--- src/rtl/subneg_pkg.sv ---
// Shared widths, typedefs and constants for the SUBNEG one-instruction processor datapath.
package subneg_pkg;

    localparam int DEFAULT_DW    = 8;
    localparam int DEFAULT_DEPTH = 16;
    localparam int DEFAULT_AW    = $clog2(DEFAULT_DEPTH);

    typedef logic [DEFAULT_DW-1:0] word_t;
    typedef logic [DEFAULT_AW-1:0] addr_t;

    // Each instruction occupies three consecutive words: A, B, C.
    localparam int PC_STEP = 3;

endpackage

--- src/rtl/subneg_mem.sv ---
// Program/data memory: register array with one write port and combinational read ports.
module subneg_mem #(
    parameter int DW    = 8,
    parameter int DEPTH = 16,
    parameter int AW    = $clog2(DEPTH)
) (
    input  logic          clk,
    input  logic          we,
    input  logic [AW-1:0] waddr,
    input  logic [DW-1:0] wdata,
    input  logic [AW-1:0] addr_pc,
    input  logic [AW-1:0] addr_pc1,
    input  logic [AW-1:0] addr_pc2,
    input  logic [AW-1:0] addr_a,
    input  logic [AW-1:0] addr_b,
    input  logic [AW-1:0] addr_dbg,
    output logic [AW-1:0] ptr_pc,
    output logic [AW-1:0] ptr_pc1,
    output logic [AW-1:0] ptr_pc2,
    output logic [DW-1:0] data_a,
    output logic [DW-1:0] data_b,
    output logic [DW-1:0] dbg_data
);

    logic [DW-1:0] mem_q [DEPTH];

    // Contents are deliberately not reset so programs survive a processor reset.
    always_ff @(posedge clk) begin
        if (we) begin
            mem_q[waddr] <= wdata;
        end
    end

    // Instruction words are only ever used as addresses, so only their low bits leave the array.
    always_comb begin
        ptr_pc   = mem_q[addr_pc][AW-1:0];
        ptr_pc1  = mem_q[addr_pc1][AW-1:0];
        ptr_pc2  = mem_q[addr_pc2][AW-1:0];
        data_a   = mem_q[addr_a];
        data_b   = mem_q[addr_b];
        dbg_data = mem_q[addr_dbg];
    end

endmodule

--- src/rtl/subneg_datapath.sv ---
// SUBNEG datapath: OP1/OP2/PC registers, subtractor, next-PC mux and load-port priority.
module subneg_datapath
    import subneg_pkg::*;
#(
    parameter int DW    = DEFAULT_DW,
    parameter int DEPTH = DEFAULT_DEPTH,
    parameter int AW    = $clog2(DEPTH)
) (
    input  logic          clk,
    input  logic          rst,
    input  logic          write_op1,
    input  logic          write_op2,
    input  logic          write_mem,
    input  logic          sel_pc,
    input  logic          write_pc,
    output logic          neg,
    input  logic          load_en,
    input  logic [AW-1:0] load_addr,
    input  logic [DW-1:0] load_data,
    output logic [DW-1:0] dbg_data,
    output logic [AW-1:0] pc
);

    logic [AW-1:0] pc_q, pc_d;
    logic [DW-1:0] op1_q, op1_d;
    logic [DW-1:0] op2_q, op2_d;

    logic [AW-1:0] pc_plus1, pc_plus2, pc_plus3;
    logic [AW-1:0] ptr_a, ptr_b, ptr_c;
    logic [DW-1:0] data_a, data_b;
    logic [DW-1:0] res;
    logic          mem_we;
    logic [AW-1:0] mem_waddr;
    logic [DW-1:0] mem_wdata;

    assign pc_plus1 = pc_q + AW'(1);
    assign pc_plus2 = pc_q + AW'(2);
    assign pc_plus3 = pc_q + AW'(PC_STEP);
    assign res      = op2_q - op1_q;
    assign neg      = res[DW-1];
    assign pc       = pc_q;

    // The external load port wins the single write port; reset blocks only the datapath write.
    always_comb begin
        mem_we    = load_en | (write_mem & ~rst);
        mem_waddr = ptr_b;
        mem_wdata = res;
        if (load_en) begin
            mem_waddr = load_addr;
            mem_wdata = load_data;
        end
    end

    subneg_mem #(
        .DW    (DW),
        .DEPTH (DEPTH),
        .AW    (AW)
    ) u_mem (
        .clk      (clk),
        .we       (mem_we),
        .waddr    (mem_waddr),
        .wdata    (mem_wdata),
        .addr_pc  (pc_q),
        .addr_pc1 (pc_plus1),
        .addr_pc2 (pc_plus2),
        .addr_a   (ptr_a),
        .addr_b   (ptr_b),
        .addr_dbg (load_addr),
        .ptr_pc   (ptr_a),
        .ptr_pc1  (ptr_b),
        .ptr_pc2  (ptr_c),
        .data_a   (data_a),
        .data_b   (data_b),
        .dbg_data (dbg_data)
    );

    always_comb begin
        op1_d = op1_q;
        op2_d = op2_q;
        pc_d  = pc_q;
        if (write_op1) begin
            op1_d = data_a;
        end
        if (write_op2) begin
            op2_d = data_b;
        end
        if (write_pc) begin
            pc_d = sel_pc ? ptr_c : pc_plus3;
        end
        if (rst) begin
            op1_d = '0;
            op2_d = '0;
            pc_d  = '0;
        end
    end

    always_ff @(posedge clk) begin
        op1_q <= op1_d;
        op2_q <= op2_d;
        pc_q  <= pc_d;
    end

endmodule

--- config.mk ---
export PLATFORM = sky130hd
export DESIGN_NAME = subneg_datapath
export DESIGN_NICKNAME = d
export VERILOG_FILES = /design/src/rtl/subneg_pkg.sv /design/src/rtl/subneg_mem.sv /design/src/rtl/subneg_datapath.sv
export SDC_FILE = /design/constraint.sdc
export NUM_CORES = 1
export LEC_CHECK = 0
export ABC_AREA = 1
export CELL_PAD_IN_SITES_DETAIL_PLACEMENT = 1
export CELL_PAD_IN_SITES_GLOBAL_PLACEMENT = 2
export CORE_MARGIN = 2
export CORE_UTILIZATION = 36
export DETAILED_ROUTE_END_ITERATION = 8
export PLACE_DENSITY = 0.82
export SLEW_MARGIN = 20
export SYNTH_ARGS = -nofsm -noshare
export SYNTH_HDL_FRONTEND = slang
export SYNTH_SLANG_ARGS = --single-unit
--- constraint.sdc ---
create_clock -name clk -period 4.9 [get_ports clk]
set_clock_uncertainty 0.15 [all_clocks]
set_input_delay 1.225 -clock clk [delete_from_list [all_inputs] [get_ports clk]]
set_output_delay 1.225 -clock clk [all_outputs]
set_load 0.01 [all_outputs]
==> impl_metrics.json <==
{
  "status": "completed",
  "synthesis.area_mm2": 0.0112,
  "seqCellArea_mm2": 0.00433,
  "slew_headroom": 0.259,
  "dieArea_mm2": 0.0326,
  "seqPwrFrac": 0.315,
  "wire_per_inst_um": 26.6,
  "crit_fanout": 32,
  "grt.busiest_layer": "met1",
  "overflow": 0,
  "postSynthAreaPerCell_um2": 6.98,
  "fmax_mhz": 219,
  "required_ns": 3.52,
  "internal-power_mw": 2.90,
  "met2_usage": 0.444,
  "peakVddDrop_mv": 0.241,
  "grt_pass1_wl_um": 78000,
  "ys_seq_elements": 152,
  "critical_path_class": "primary input to primary output",
  "met1_usage": 0.481,
  "hpwl_um": 36500,
  "grt_max_degree": 68,
  "initial_core_util": 0.366,
  "setup_viol": 0,
  "drive_gt1_frac": 0.0639,
  "diodes": 0,
  "fp.dieH_um": 181,
  "place.gp.congestion": 0.992,
  "final_max_slew_viol_count": 0,
  "end_kind": "primary output",
  "p_leak_nw": 5.26,
  "worstHoldStart": "op1_q[4]",
  "clock_latency_ns": 0.45,
  "postRouteAntennaNets": 0,
  "postCtsSetupRepairBufs": 0,
  "critPathArrivalTime_ns": 3.20,
  "cap_violations": 0,
  "ys_types": 34,
  "cts_resized": 0,
  "power.share.clock": 0.275,
  "fin_nets": 1614,
  "drc": 0,
  "grtUsageTotal": 0.321,
  "numClockSinks": 152,
  "cp-start-kind": "primary input",
  "synth_warnings": 0,
  "fin_setup_tns_ns": 0,
  "core_area_mm2": 0.0307,
  "drt_iter0_drc": 1871,
  "hold_viol_final": 0,
  "tritoncts": "built",
  "syn2layout_area_growth_pct": 10.5,
  "fin_crit_ns": 4.58,
  "pwr-share-comb": 0.411,
  "rr_startpoint": "pc[1]",
  "wirelength_um": 53000,
  "antenna_found_initial": 0,
  "holdBufCountCts": 0,
  "multiInputGateArea_mm2": 0.00559,
  "root_buffer": "clkbuf_16",
  "ys_seq_area_frac": 0.385,
  "synthCells": 1610,
  "fill_cells": 3843,
  "switching_share": 0.447,
  "hp-class": "flip-flop to flip-flop",
  "clkTransAtPathRegs_ns": 0.08,
  "placedCellCount": 1959,
  "grt_pass1_vias": 11700,
  "finalCritPeriodShare": 0.934,
  "dr.pass1.iters": 6,
  "critPathLaunch": "load_addr[1]",
  "syn_nets": 1642,
  "layoutNonFillerInstCount": 1991,
  "htree_levels": 4,
  "clockBufferDepth": 2,
  "portBuffers": 32,
  "via_per_inst": 6.18,
  "fp.dieW_um": 181,
  "floorplan.rows": 64,
  "use_met3": 0.0719,
  "cts_buffers": 17,
  "worst_slew_pin_slew_ns": 1.11,
  "p_switching_mw": 2.35,
  "powerDensity_mw_per_mm2": 423,
  "num_vias": 12300,
  "rsz0062_at_grt": "no",
  "ioPinCount": 33
}
## area by class of cell
cell class              count  share of cell area
clock buffers              17              0.0343
clock inverters            15              0.0172
inverters                 187              0.0566
multi-input cells        1150               0.451
flip-flops and latches    152               0.348
well taps                 396              0.0399
repair buffers             74              0.0528
## per-layer routing
layer	vias to the layer above	part of all wire
li1	5461	-
met3	94	0.11
met4	0	0.037
met5	-	0
met2	674	0.41
met1	6069	0.45
## final timing paths
| check | endpoint | slack [ns] | depth (start not counted) |
|---|---|---|---|
| setup / recovery | dbg_data[4] | 0.32 | 9 |
| setup reg to reg | u_mem.mem_q[9][2] | 0.87 | 15 |
| hold / removal | op1_q[4] | 0.41 | 4 |
| hold reg to reg | op1_q[4] | 0.41 | 4 |
## state kept, by name, summed over array words and instances, names as in the netlist, named ones only
name,cells
op1_q,8
op2_q,8
pc,4
u_mem.mem_q,128
## cell usage after synthesis (all sizes together)
cell type,number,area share
dfxtp,24,0.043
nor2,48,0.017
clkinv,2,0.00067
buf,81,0.044
a21oi,144,0.064
o31ai,2,0.0013
clkbuf,40,0.013
and2,1,0.00056
a22o,1,0.00078
o21a,1,0.00067
or2,2,0.0011
xor2,4,0.0045
xnor2,2,0.0016
a221oi,1,0.00078
nand3,506,0.23
inv,185,0.062
ha,11,0.012
edfxtp,128,0.34
o21ai,146,0.065
o211ai,7,0.0047
nor3,5,0.0027
fa,1,0.0018
nand2,268,0.090
## logic make-up (layout without fill, tap and decap cells)
family / after synthesis / count (layout) / synth area share
AOI/OAI and AO/OA: 302 / 302 / 0.138
buffers and inverters: 308 / 293 / 0.120
adders and majority gates: 12 / 12 / 0.0140
DFF: 152 / 152 / 0.385
and+or+nand+nor: 830 / 830 / 0.338
xor gates and xnor gates: 6 / 6 / 0.00601
## per-stage QoR
stage	hold slack, ns	area (um^2)	power (mW)	utilization	worst slack (ns)
global route	0.449	12400	5.51	0.405	0.261
detailed placement	0.391	11800	3.77	0.384	0.346
floorplan	0.365	11200	3.09	-	1.25
finish	0.406	12400	5.25	0.405	0.324
CTS	0.406	12400	5.20	0.405	0.344
global placement	0.383	11800	3.73	0.384	0.442
## layout by cell type (no fill, tap or decap), drive strengths merged
master,Yosys,routed
a21oi,144,144
a221oi,1,1
a22o,1,1
and2,1,1
buf,81,43
clkbuf,40,17
clkdlybuf4s50,0,31
clkinv,2,9
dfxtp,24,24
edfxtp,128,128
fa,1,1
ha,11,11
inv,185,193
nand2,268,268
nand3,506,506
nor2,48,48
nor3,5,5
o211ai,7,7
o21a,1,1
o21ai,146,146
o31ai,2,2
or2,2,2
xnor2,2,2
xor2,4,4
## power by group through the flow
stage | registers [mW] | logic (mW) | clock network (mW)
after floorplan | 1.64 | 1.45 | 0
after global placement | 1.67 | 2.06 | 0
after detailed placement | 1.68 | 2.09 | 0
after CTS | 1.65 | 2.10 | 1.45
after global routing | 1.66 | 2.33 | 1.51
final | 1.65 | 2.15 | 1.44
## worst max-delay path, cell delays in order
cell and delay [ns]:
clkdlybuf4s50_1 0.49, inv_1 0.05, buf_4 0.25, a21oi_1 0.18
o21ai_0 0.13, nand3_1 0.11, nand3_1 0.10, nand2_1 0.12
clkdlybuf4s50_1 0.54
No activity file was read; power rests on OpenSTA's default activity.
